$ cat src/rtl/imm_encoder_pkg.sv
// Shared types for the immediate encoder: instruction formats, opcode field positions, request bundle.
// No logic; imported by imm_pack and imm_encoder.
// IMM_RANGE_CHECK_EN (optional) is consumed by imm_pack.
package imm_encoder_pkg;

    typedef enum logic [1:0] {
        FMT_I   = 2'b00,
        FMT_S   = 2'b01,
        FMT_RSV = 2'b10,
        FMT_SB  = 2'b11
    } fmt_e;

    localparam int OPC_FMT_HI = 6;
    localparam int OPC_FMT_LO = 5;

    typedef struct packed {
        logic [6:0]  opcode;
        logic [2:0]  funct3;
        logic [4:0]  rd;
        logic [4:0]  rs1;
        logic [4:0]  rs2;
        logic [63:0] imm;
    } req_t;

endpackage

$ cat src/rtl/imm_encoder_imm_pack.sv
// Packs request fields and immediate into a 32-bit I/S/SB instruction word; flags unencodable requests.
// Latency: purely combinational.
// Backpressure: none; IMM_RANGE_CHECK_EN adds immediate range/alignment checks to err.
module imm_pack
    import imm_encoder_pkg::*;
(
    input  fmt_e        fmt,
    input  req_t        req,
    output logic [31:0] instr,
    output logic        err
);

`ifdef IMM_RANGE_CHECK_EN
    localparam bit RANGE_CHECK = 1'b1;
`else
    localparam bit RANGE_CHECK = 1'b0;
`endif

    logic fits12;
    logic fits13;
    logic range_bad;

    // Representable iff every bit above the sign bit replicates it.
    assign fits12 = (&req.imm[63:11]) | ~(|req.imm[63:11]);
    assign fits13 = (&req.imm[63:12]) | ~(|req.imm[63:12]);

    always_comb begin
        instr     = '0;
        err       = 1'b0;
        range_bad = 1'b0;
        case (fmt)
            FMT_I: begin
                instr     = {req.imm[11:0], req.rs1, req.funct3, req.rd, req.opcode};
                range_bad = ~fits12;
            end
            FMT_S: begin
                instr     = {req.imm[11:5], req.rs2, req.rs1, req.funct3, req.imm[4:0], req.opcode};
                range_bad = ~fits12;
            end
            FMT_SB: begin
                instr     = {req.imm[12], req.imm[10:5], req.rs2, req.rs1, req.funct3,
                             req.imm[4:1], req.imm[11], req.opcode};
                range_bad = ~fits13 | req.imm[0];
            end
            default: begin
                instr = '0;
                err   = 1'b1;
            end
        endcase
        err = err | (RANGE_CHECK & range_bad);
    end

endmodule

$ cat src/rtl/imm_encoder.sv
// Two-stage valid/ready immediate encoder: S1 registers the request, S2 registers the packed word and error.
// Latency: 2 cycles accept-to-out_valid, 1 word/cycle throughput.
// Backpressure: out_ready low stalls S2 (outputs hold), then S1; in_ready drops once both are full.
module imm_encoder
    import imm_encoder_pkg::*;
#(
    parameter int CNT_W = 16
) (
    input  logic             clk,
    input  logic             reset,
    input  logic             in_valid,
    output logic             in_ready,
    input  logic [6:0]       in_opcode,
    input  logic [2:0]       in_funct3,
    input  logic [4:0]       in_rd,
    input  logic [4:0]       in_rs1,
    input  logic [4:0]       in_rs2,
    input  logic [63:0]      in_imm,
    output logic             out_valid,
    input  logic             out_ready,
    output logic [31:0]      out_instr,
    output logic             out_err,
    output logic [CNT_W-1:0] enc_count
);

    req_t        in_req;
    req_t        s1_req;
    logic        s1_valid;
    fmt_e        s1_fmt;
    logic        s1_take;
    logic        s2_take;
    logic [31:0] pk_instr;
    logic        pk_err;

    assign in_req = '{opcode: in_opcode, funct3: in_funct3, rd: in_rd,
                      rs1: in_rs1, rs2: in_rs2, imm: in_imm};

    assign s2_take  = ~out_valid | out_ready;
    assign s1_take  = ~s1_valid | s2_take;
    assign in_ready = s1_take;

    assign s1_fmt = fmt_e'(s1_req.opcode[OPC_FMT_HI:OPC_FMT_LO]);

    imm_pack u_pack (
        .fmt   (s1_fmt),
        .req   (s1_req),
        .instr (pk_instr),
        .err   (pk_err)
    );

    always_ff @(posedge clk) begin
        if (reset) begin
            s1_valid  <= 1'b0;
            s1_req    <= '0;
            out_valid <= 1'b0;
            out_instr <= '0;
            out_err   <= 1'b0;
            enc_count <= '0;
        end else begin
            if (s1_take) begin
                s1_valid <= in_valid;
                if (in_valid) begin
                    s1_req <= in_req;
                end
            end
            // Payload only moves with a valid word, so a stalled or idle S2 keeps its last value.
            if (s2_take) begin
                out_valid <= s1_valid;
                if (s1_valid) begin
                    out_instr <= pk_instr;
                    out_err   <= pk_err;
                end
            end
            if (out_valid && out_ready) begin
                enc_count <= enc_count + 1'b1;
            end
        end
    end

endmodule

$ cat config.mk
export PLATFORM = sky130hd
export DESIGN_NAME = imm_encoder
export DESIGN_NICKNAME = d
export VERILOG_FILES = /design/src/rtl/imm_encoder_pkg.sv /design/src/rtl/imm_encoder_imm_pack.sv /design/src/rtl/imm_encoder.sv
export SDC_FILE = /design/constraint.sdc
export NUM_CORES = 1
export LEC_CHECK = 0
export BUFFER_PORTS_ARGS = -buffer_cell sky130_fd_sc_hd__buf_4
export CAP_MARGIN = 20
export CELL_PAD_IN_SITES_DETAIL_PLACEMENT = 0
export CELL_PAD_IN_SITES_GLOBAL_PLACEMENT = 1
export CORE_MARGIN = 1.5
export CORE_UTILIZATION = 41
export CTS_BUF_LIST = sky130_fd_sc_hd__clkbuf_8 sky130_fd_sc_hd__clkbuf_16
export CTS_CLUSTER_SIZE = 28
export DETAILED_ROUTE_END_ITERATION = 16
export HOLD_SLACK_MARGIN = 0.05
export PLACE_DENSITY_LB_ADDON = 0.3
export SLEW_MARGIN = 20
export SYNTH_ARGS = -nofsm -noshare
export SYNTH_HDL_FRONTEND = slang
export SYNTH_HIERARCHICAL = 1
export SYNTH_SLANG_ARGS = --single-unit
$ cat constraint.sdc
create_clock -name clk -period 4.3 [get_ports clk]
set_input_delay 0.645 -clock clk [delete_from_list [all_inputs] [get_ports clk]]
set_output_delay 0.645 -clock clk [all_outputs]
set_load 0.01 [all_outputs]
-- Yosys cells after proc, flatten, opt, wreduce, memory -nomap -nowiden
Cells that the tools add are included.
- bits in registers: 89
- input bits: 93
- output and inout port bits: 51
- add/sub/neg operators: 1
- eq/ne operators: 2
- multiplexer cells: 2
- bitwise gates (word level): 4
- reductions and logical operators: 5
- operator list (cell ; number):
    $pmux W32 S3 ; 1
    $add A16 B1 Y16 const B ; 1
    $reduce_and A2 Y1 ; 2
    $reduce_or A3 Y1 ; 1
    $eq A2 B1 Y1 const B ; 1
    $eq A2 B2 Y1 const B ; 1
    $logic_not A2 Y1 ; 1
    $not A1 Y1 ; 2
    $or A1 B1 Y1 ; 2
    $logic_and A1 B1 Y1 ; 1
    $mux W1 ; 1

-- Logic depth before layout (Yosys ltp)
Gate-level depths: netlist of the first run.
- word-level depth: 4
- depth in mapped cells: 6

-- By module
Netlist of the first run, hierarchy kept.
- modules (own cells, without submodules) (module ; times used ; cells an instance ; area each (sq um) ; seq. area each (sq um)):
    imm_encoder ; 1 ; 621 ; 4963.5 ; 2802.7
    imm_pack ; 1 ; 43 ; 340.3 ; 0.0

-- Worst setup path before layout of the first run
No wires, ideal clock.
- path kind: input-to-reg
- from: input port out_ready
- to: register s1_req (netlist bit s1_fmt[0])
- arrival time: 1649 ps
- data required time: 4230 ps
- path slack: 2580 ps
- stages: 6
- buffers on the path: 2
- path through: nand3b_1 -> nand2_1 -> buf_2 -> buf_2 -> nand2_1 -> a21oi_1
- word-level cells in the longest chain between the ends: 3
- ends and longest elaborated chain (item ; RTL line ; RTL):
    start: declaration ; imm_encoder.sv:20 ; input logic out_ready,
    $or A1 B1 Y1 ; imm_encoder.sv:38 ; assign s2_take = ~out_valid | out_ready;
    $or A1 B1 Y1 ; imm_encoder.sv:39 ; assign s1_take = ~s1_valid | s2_take;
    $reduce_and A2 Y1 (no source line) ; - ;
    end signal: assignment ; imm_encoder.sv:63 ; s1_req <= in_req;
    end: declaration ; imm_encoder.sv:27 ; req_t s1_req;
No other way between the ends.
A chain may end at the register's enable or synchronous reset.

-- Final worst setup path of the first run
- from: input port out_ready
- to: register out_instr[2]
- word-level cells in the longest chain between the ends: 2
- ends and longest elaborated chain (item ; RTL line ; RTL):
    $or A1 B1 Y1 ; imm_encoder.sv:38 ;
    $reduce_and A2 Y1 (no source line) ; - ;
    end signal: assignment ; imm_encoder.sv:70 ; out_instr <= pk_instr;
    end: declaration ; imm_encoder.sv:21 ; output logic [31:0] out_instr,
No other way between the ends.

==> flow_metrics.py, run 1 <==
metrics = {
    "hold_path": {
        "hold_class": "reg2reg",
        "hold_depth": 2,
    },
    "clocking": {
        "clock_sink_count": 89,
        "insertion_delay_ps": 360,
        "holdBufCountCts": 0,
        "root_buffer": "clkbuf_8",
        "postCtsSetupBuffers": 0,
        "clk_pin_slew_ps": 90,
        "cts_tree": "yes",
        "clk_path_buf_depth": 2,
        "cts-htree-levels": 3,
        "cts-resized-gates": 0,
        "numCtsBuffers": 9,
    },
    "floorplanning": {
        "coreArea_mm2": 0.00834,
        "die_area_mm2": 0.00932,
        "die_w_um": 96.5,
        "die_h_um": 96.5,
        "num_rows": 33,
        "initial_core_util_pct": 43.0,
        "num_io_pins": 144,
    },
    "timing": {
        "worst_slew_pin_slew_ps": 1020,
        "slew-limit-headroom_pct": 31.6,
        "timing.setup.tns_ps": 0,
        "skew_ps": 13.0,
        "max_freq_mhz": 532,
        "finalHoldViolations": 0,
        "period_minus_slack_ps": 1880,
        "finalMaxSlewViolations": 0,
        "setup_viol": 0,
        "timing.hold.ws_ps": 455,
        "min_period_over_period_pct": 43.7,
        "rsz0062_at_grt": "false",
    },
    "cells_and_area": {
        "final_layout_size_suffix_gt1_share_pct": 25.7,
        "seq_area_mm2": 0.00178,
        "fin_cells": 630,
        "nets": 614,
        "num_antenna_cells": 0,
        "multiInputGateArea_mm2": 0.00164,
        "area_growth_pct": 26.8,
        "fill_cells": 835,
    },
    "global_routing": {
        "grt_start_max_net_pins": 90,
        "grt_pass1_wl_mm": 13.3,
        "overflow": 0,
        "grt_pass1_vias": 2872,
        "grt_antenna_before_repair": 0,
        "grt_use_total_pct": 18.7,
    },
    "drt": {
        "vias": 3128,
        "firstDrtPassIters": 4,
        "drt_iter0_drc": 108,
        "final_antenna_net_count": 0,
        "drc": 0,
        "wl_mm": 8.40,
        "via_per_inst": 4.97,
        "wl_per_cell_um": 13.3,
    },
    "worst_setup_path": {
        "cp_common_cell": "buf_4",
        "cp-end-kind": "flop",
        "critPathMaxFanout": 21,
        "slowest_stage": "nand2b_1",
        "crit_path_start_kind": "input pin",
        "critPathTopFamily": "simple AND/OR/NAND/NOR gates",
        "worst_ep_arrival_time_ps": 2160,
        "crit_chain": "buf_4 -> and2b_1 -> nand2b_1 -> buf_4 -> nand2_1 -> a21oi_1",
        "max_stage_delay_ps": 470,
        "r2r_cells": 5,
        "cp_num_cells": 6,
        "ff2ff_setup_slack_ps": 2440,
        "critical_path_class": "in2reg",
        "worstPathRequired_ps": 4580,
        "path_buf_inv": 2,
    },
    "place": {
        "routabilityCongestion": 0.749,
        "place_hpwl_mm": 5.20,
        "dpl.cell_count": 614,
        "port_buffers": 92,
    },
    "power_and_ir_drop": {
        "p_leak_nw": 1.87,
        "power_density_mw_per_mm2": 386,
        "ir_drop_mv": 0.212,
    },
    "flow_run": {
        "maxCapViolations": 0,
    },
    "logic_synthesis": {
        "netlist_area_mm2": 0.00359,
        "synth_cells": 446,
        "ys_warn_count": 6,
        "synth.avg_cell_area_um2": 8.04,
        "syn_nets": 540,
    },
    "run_status": {
        "outcome": "finished, final reports clean",
    },
}
routing by layer:
layer,vias to the layer above,wire length [um],GRT usage (%)
met4,0,121,7.25
met2,78,3810,29.3
li1,1601,-,-
met5,-,0,0
met1,1439,3850,24.3
met3,10,615,5.24
worst reg2reg max path, delay by kind of cell (launching register included):
family,cells,cell delay (ps)
AND/OR/NAND/NOR,3,840
AO/OA/AOI/OAI,1,150
buffers and inverters,1,380
flip-flops,1,440
worst paths after layout:
check | startpoint | endpoint
setup / recovery | out_ready | out_instr[2]$_SDFFE_PP0P_
hold / removal | s1_req[70]$_SDFFE_PP0P_ | s1_req[70]$_SDFFE_PP0P_
setup reg to reg | out_valid$_SDFFE_PP0P_ | out_instr[2]$_SDFFE_PP0P_
hold reg to reg | s1_req[70]$_SDFFE_PP0P_ | s1_req[70]$_SDFFE_PP0P_
final cells by class:
class	count	share of cell area, %
clock inverter	4	2.15
sequential	89	39.2
tap	105	2.89
multi-input combinational	321	36.1
inverter	4	0.330
clock buffer	12	3.63
timing repair buffer	95	15.7
sequential cells by signal, indices dropped and copies added (netlist names):
register,cells
enc_count,16
s1_req,36
s1_valid,1
s1_fmt,2
out_valid,1
out_err,1
out_instr,32
per-stage QoR:
step	area, um^2	setup WS, ps	total power, W	util (%)
2_1_floorplan	3590	2650	0.000983	-
3_3_place_gp	4280	2030	0.00104	51.4
3_5_place_dp	4280	2020	0.00104	51.4
4_1_cts	4550	2390	0.00177	54.5
5_1_grt	4550	2260	0.00182	54.5
6_report	4550	2420	0.00175	54.5
cell usage in the layout (no fill, tap or decap), types with 2 or more instances in the layout:
cell       count
o21ai_0        4
buf_4         95
a21oi_1       77
a22o_1         9
dfxtp_1       89
and4_1         2
or3_1          2
nand2_1      151
and2_4        16
bufinv_16      3
xnor2_1        4
and2_1         5
nor3_1         2
inv_1          4
xor2_1         7
nor2_1        14
nand2b_1       2
clkbuf_8      12
nand3_1        6
nand4_1        4
power by group:
| group | switching, W | internal, W | leakage (nW) |
|---|---|---|---|
| Sequential | 0.0000194 | 0.000852 | 0.726 |
| Combinational | 0.0000808 | 0.0000714 | 1.01 |
| Clock | 0.000296 | 0.000434 | 0.129 |
| Total | 0.000396 | 0.00136 | 1.87 |
Note: power is estimated with default switching activity, not from simulation.
==> run 2: changes to the inputs <==
--- a/config.mk
+++ b/config.mk
@@ -5,12 +5,13 @@
 export SDC_FILE = /design/constraint.sdc
 export NUM_CORES = 1
 export LEC_CHECK = 0
+export ABC_AREA = 1
 export BUFFER_PORTS_ARGS = -buffer_cell sky130_fd_sc_hd__buf_4
 export CAP_MARGIN = 20
 export CELL_PAD_IN_SITES_DETAIL_PLACEMENT = 0
 export CELL_PAD_IN_SITES_GLOBAL_PLACEMENT = 1
 export CORE_MARGIN = 1.5
-export CORE_UTILIZATION = 41
+export CORE_UTILIZATION = 38
 export CTS_BUF_LIST = sky130_fd_sc_hd__clkbuf_8 sky130_fd_sc_hd__clkbuf_16
 export CTS_CLUSTER_SIZE = 28
 export DETAILED_ROUTE_END_ITERATION = 16
==> constraint.sdc (replaced) <==
create_clock -name clk -period 1.87 [get_ports clk]
set_input_delay 0.2805 -clock clk [delete_from_list [all_inputs] [get_ports clk]]
set_output_delay 0.2805 -clock clk [all_outputs]
set_load 0.01 [all_outputs]
==> run 2 against run 1 <==
Cell count increased by 17%. Synthesized cell count up 17%. Global-route usage shrank 1.1 points. Clock power increased by 85%.
==> flow_metrics.py, run 2 <==
metrics = {
    "floorplanning": {
        "initial_core_util_pct": 39.4,
        "die_area_mm2": 0.0102,
        "num_rows": 35,
        "die_w_um": 101,
        "coreArea_mm2": 0.00924,
        "die_h_um": 101,
        "num_io_pins": 144,
    },
    "cells_and_area": {
        "final_common_cell": "nor2_1",
        "top_register": "s1_req",
        "fin_cells": 736,
        "area_growth_pct": 26.4,
        "top_regs": "s1_req (36), out_instr (32), enc_count (16)",
        "nets": 696,
        "largest_register_ff_count": 36,
        "num_antenna_cells": 0,
        "final_layout_size_suffix_gt1_share_pct": 20.8,
        "layout_common_cells": "nor2_1 (184), buf_4 (97), dfxtp_1 (89), o21ai_0 (77), nand2_1 (61)",
    },
    "clocking": {
        "clk_path_buf_depth": 2,
        "clk_pin_slew_ps": 90,
        "postCtsSetupBuffers": 0,
        "cts_tree": "yes",
        "cts-htree-levels": 3,
        "numCtsBuffers": 9,
        "insertion_delay_ps": 350,
        "cts-resized-gates": 0,
        "holdBufCountCts": 0,
        "root_buffer": "clkbuf_8",
        "clock_sink_count": 89,
    },
    "drt": {
        "via_per_inst": 4.42,
        "drt_iter0_drc": 113,
        "final_antenna_net_count": 0,
        "firstDrtPassIters": 4,
        "wl_mm": 8.23,
        "wl_per_cell_um": 11.2,
        "vias": 3254,
        "drc": 0,
    },
    "place": {
        "dpl.cell_count": 720,
        "dp_slack_ps": 410,
        "place_hpwl_mm": 5.78,
        "routabilityCongestion": 0.740,
        "port_buffers": 92,
    },
    "worst_setup_path": {
        "worst_ep_arrival_time_ps": 1750,
        "crit_path_start_kind": "flop",
        "regToRegStartpoint": "enc_count[1]$_SDFFE_PP0P_",
        "r2r_cells": 7,
        "critPathTopFamily": "simple AND/OR/NAND/NOR gates",
        "path_buf_inv": 0,
        "critical_path_class": "reg2reg",
        "critPathMaxFanout": 7,
        "cp-end-kind": "flop",
        "slowest_stage": "dfxtp_1",
        "crit_chain": "ha_1 -> nand3_1 -> nor3_4 -> nand3_1 -> nand2_1 -> nand2_1 -> nor2_1",
        "ff2ff_setup_slack_ps": 410,
        "r2r-end": "enc_count[12]$_SDFFE_PP0P_",
        "max_stage_delay_ps": 420,
        "worstPathRequired_ps": 2160,
    },
    "power_and_ir_drop": {
        "internal-power_w": 0.00290,
        "ir_drop_mv": 0.375,
        "p_clk_share_pct": 34.4,
        "power_w": 0.00393,
        "power_frac_comb_pct": 12.8,
        "p_sw_share_pct": 26.2,
        "switchingPower_w": 0.00103,
        "p_leak_nw": 2.12,
        "seq_power_share_pct": 52.9,
        "power_density_mw_per_mm2": 854,
    },
    "timing": {
        "timing.hold.ws_ps": 130,
        "finalHoldViolations": 0,
        "worst_slew_pin_slew_ps": 650,
        "max_freq_mhz": 685,
        "min_period_over_period_pct": 78.1,
        "setup_viol": 0,
        "period_minus_slack_ps": 1460,
        "fin_ws_ps": 410,
        "skew_ps": 8.32,
        "finalMaxSlewViolations": 0,
        "timing.setup.tns_ps": 0,
        "rsz0062_at_grt": "false",
        "slew-limit-headroom_pct": 56.7,
    },
    "hold_path": {
        "hold_class": "in2reg",
        "hold_end": "out_valid$_SDFFE_PP0P_",
        "hp-start": "reset",
        "hold_depth": 2,
    },
    "flow_run": {
        "maxCapViolations": 0,
    },
    "logic_synthesis": {
        "syn_nets": 616,
        "netlist_area_mm2": 0.00364,
        "synth_cells": 522,
        "synth.avg_cell_area_um2": 6.97,
        "ys_warn_count": 6,
    },
    "global_routing": {
        "grt_pass1_wl_mm": 14.2,
        "grt_antenna_before_repair": 0,
        "overflow": 0,
        "grt_pass1_vias": 3003,
        "grt_use_total_pct": 17.5,
        "grt_start_max_net_pins": 69,
    },
    "run_status": {
        "outcome": "finished, final reports clean",
    },
}
## run 2: metrics by stage
| step | area, um^2 | util [%] |
|---|---|---|
| detailed placement | 4390 | 47.6 |
| CTS | 4600 | 49.7 |
| finish | 4600 | 49.7 |
| floorplan | 3640 | - |
| global placement | 4390 | 47.6 |
| global route | 4600 | 49.7 |
## run 2: worst register-to-register path, delay by kind of cell, from the launching register on
family	cells	cell delay [ps]
flops	1	420
fa+ha+maj	1	230
simple gates	6	770
## run 2: how the worst max path moves through the flow
stage,from,to,slack (ps),cells past startpoint
final,enc_count[1]$_SDFFE_PP0P_,enc_count[12]$_SDFFE_PP0P_,410,7
after global routing,s1_fmt[1]$_SDFFE_PP0P_,out_instr[13]$_SDFFE_PP0P_,190,5
after CTS,s1_fmt[1]$_SDFFE_PP0P_,out_instr[14]$_SDFFE_PP0P_,400,5
after detailed placement,s1_fmt[1]$_SDFFE_PP0P_,out_instr[14]$_SDFFE_PP0P_,410,5
after global placement,s1_fmt[1]$_SDFFE_PP0P_,out_instr[14]$_SDFFE_PP0P_,410,5
after floorplan,enc_count[1]$_SDFFE_PP0P_,enc_count[12]$_SDFFE_PP0P_,560,6
## run 2: area by class of cell
cell class	count	area, um^2
well taps	129	161
repair buffers	98	748
multi-input cells	361	1540
flip-flops and latches	89	1780
inverters	43	161
clock buffers	10	138
fillers	972	4640
clock inverters	6	65.1
## run 2: power by group through the flow
stage / Combinational [W] / Sequential (W) / Clock (W)
final: 0.000502 / 0.00208 / 0.00135
after CTS: 0.000511 / 0.00208 / 0.00139
after floorplan: 0.000281 / 0.00213 / 0
after global placement: 0.000507 / 0.00212 / 0
after global routing: 0.000579 / 0.00209 / 0.00147
after detailed placement: 0.000510 / 0.00212 / 0
## run 2: routing by layer
layer	wire, um	vias to the layer above	global-route usage, %
li1	-	1777	-
met1	4170	1391	24.0
met3	353	12	2.91
met4	133	0	5.96
met5	0	-	0
met2	3580	74	28.0
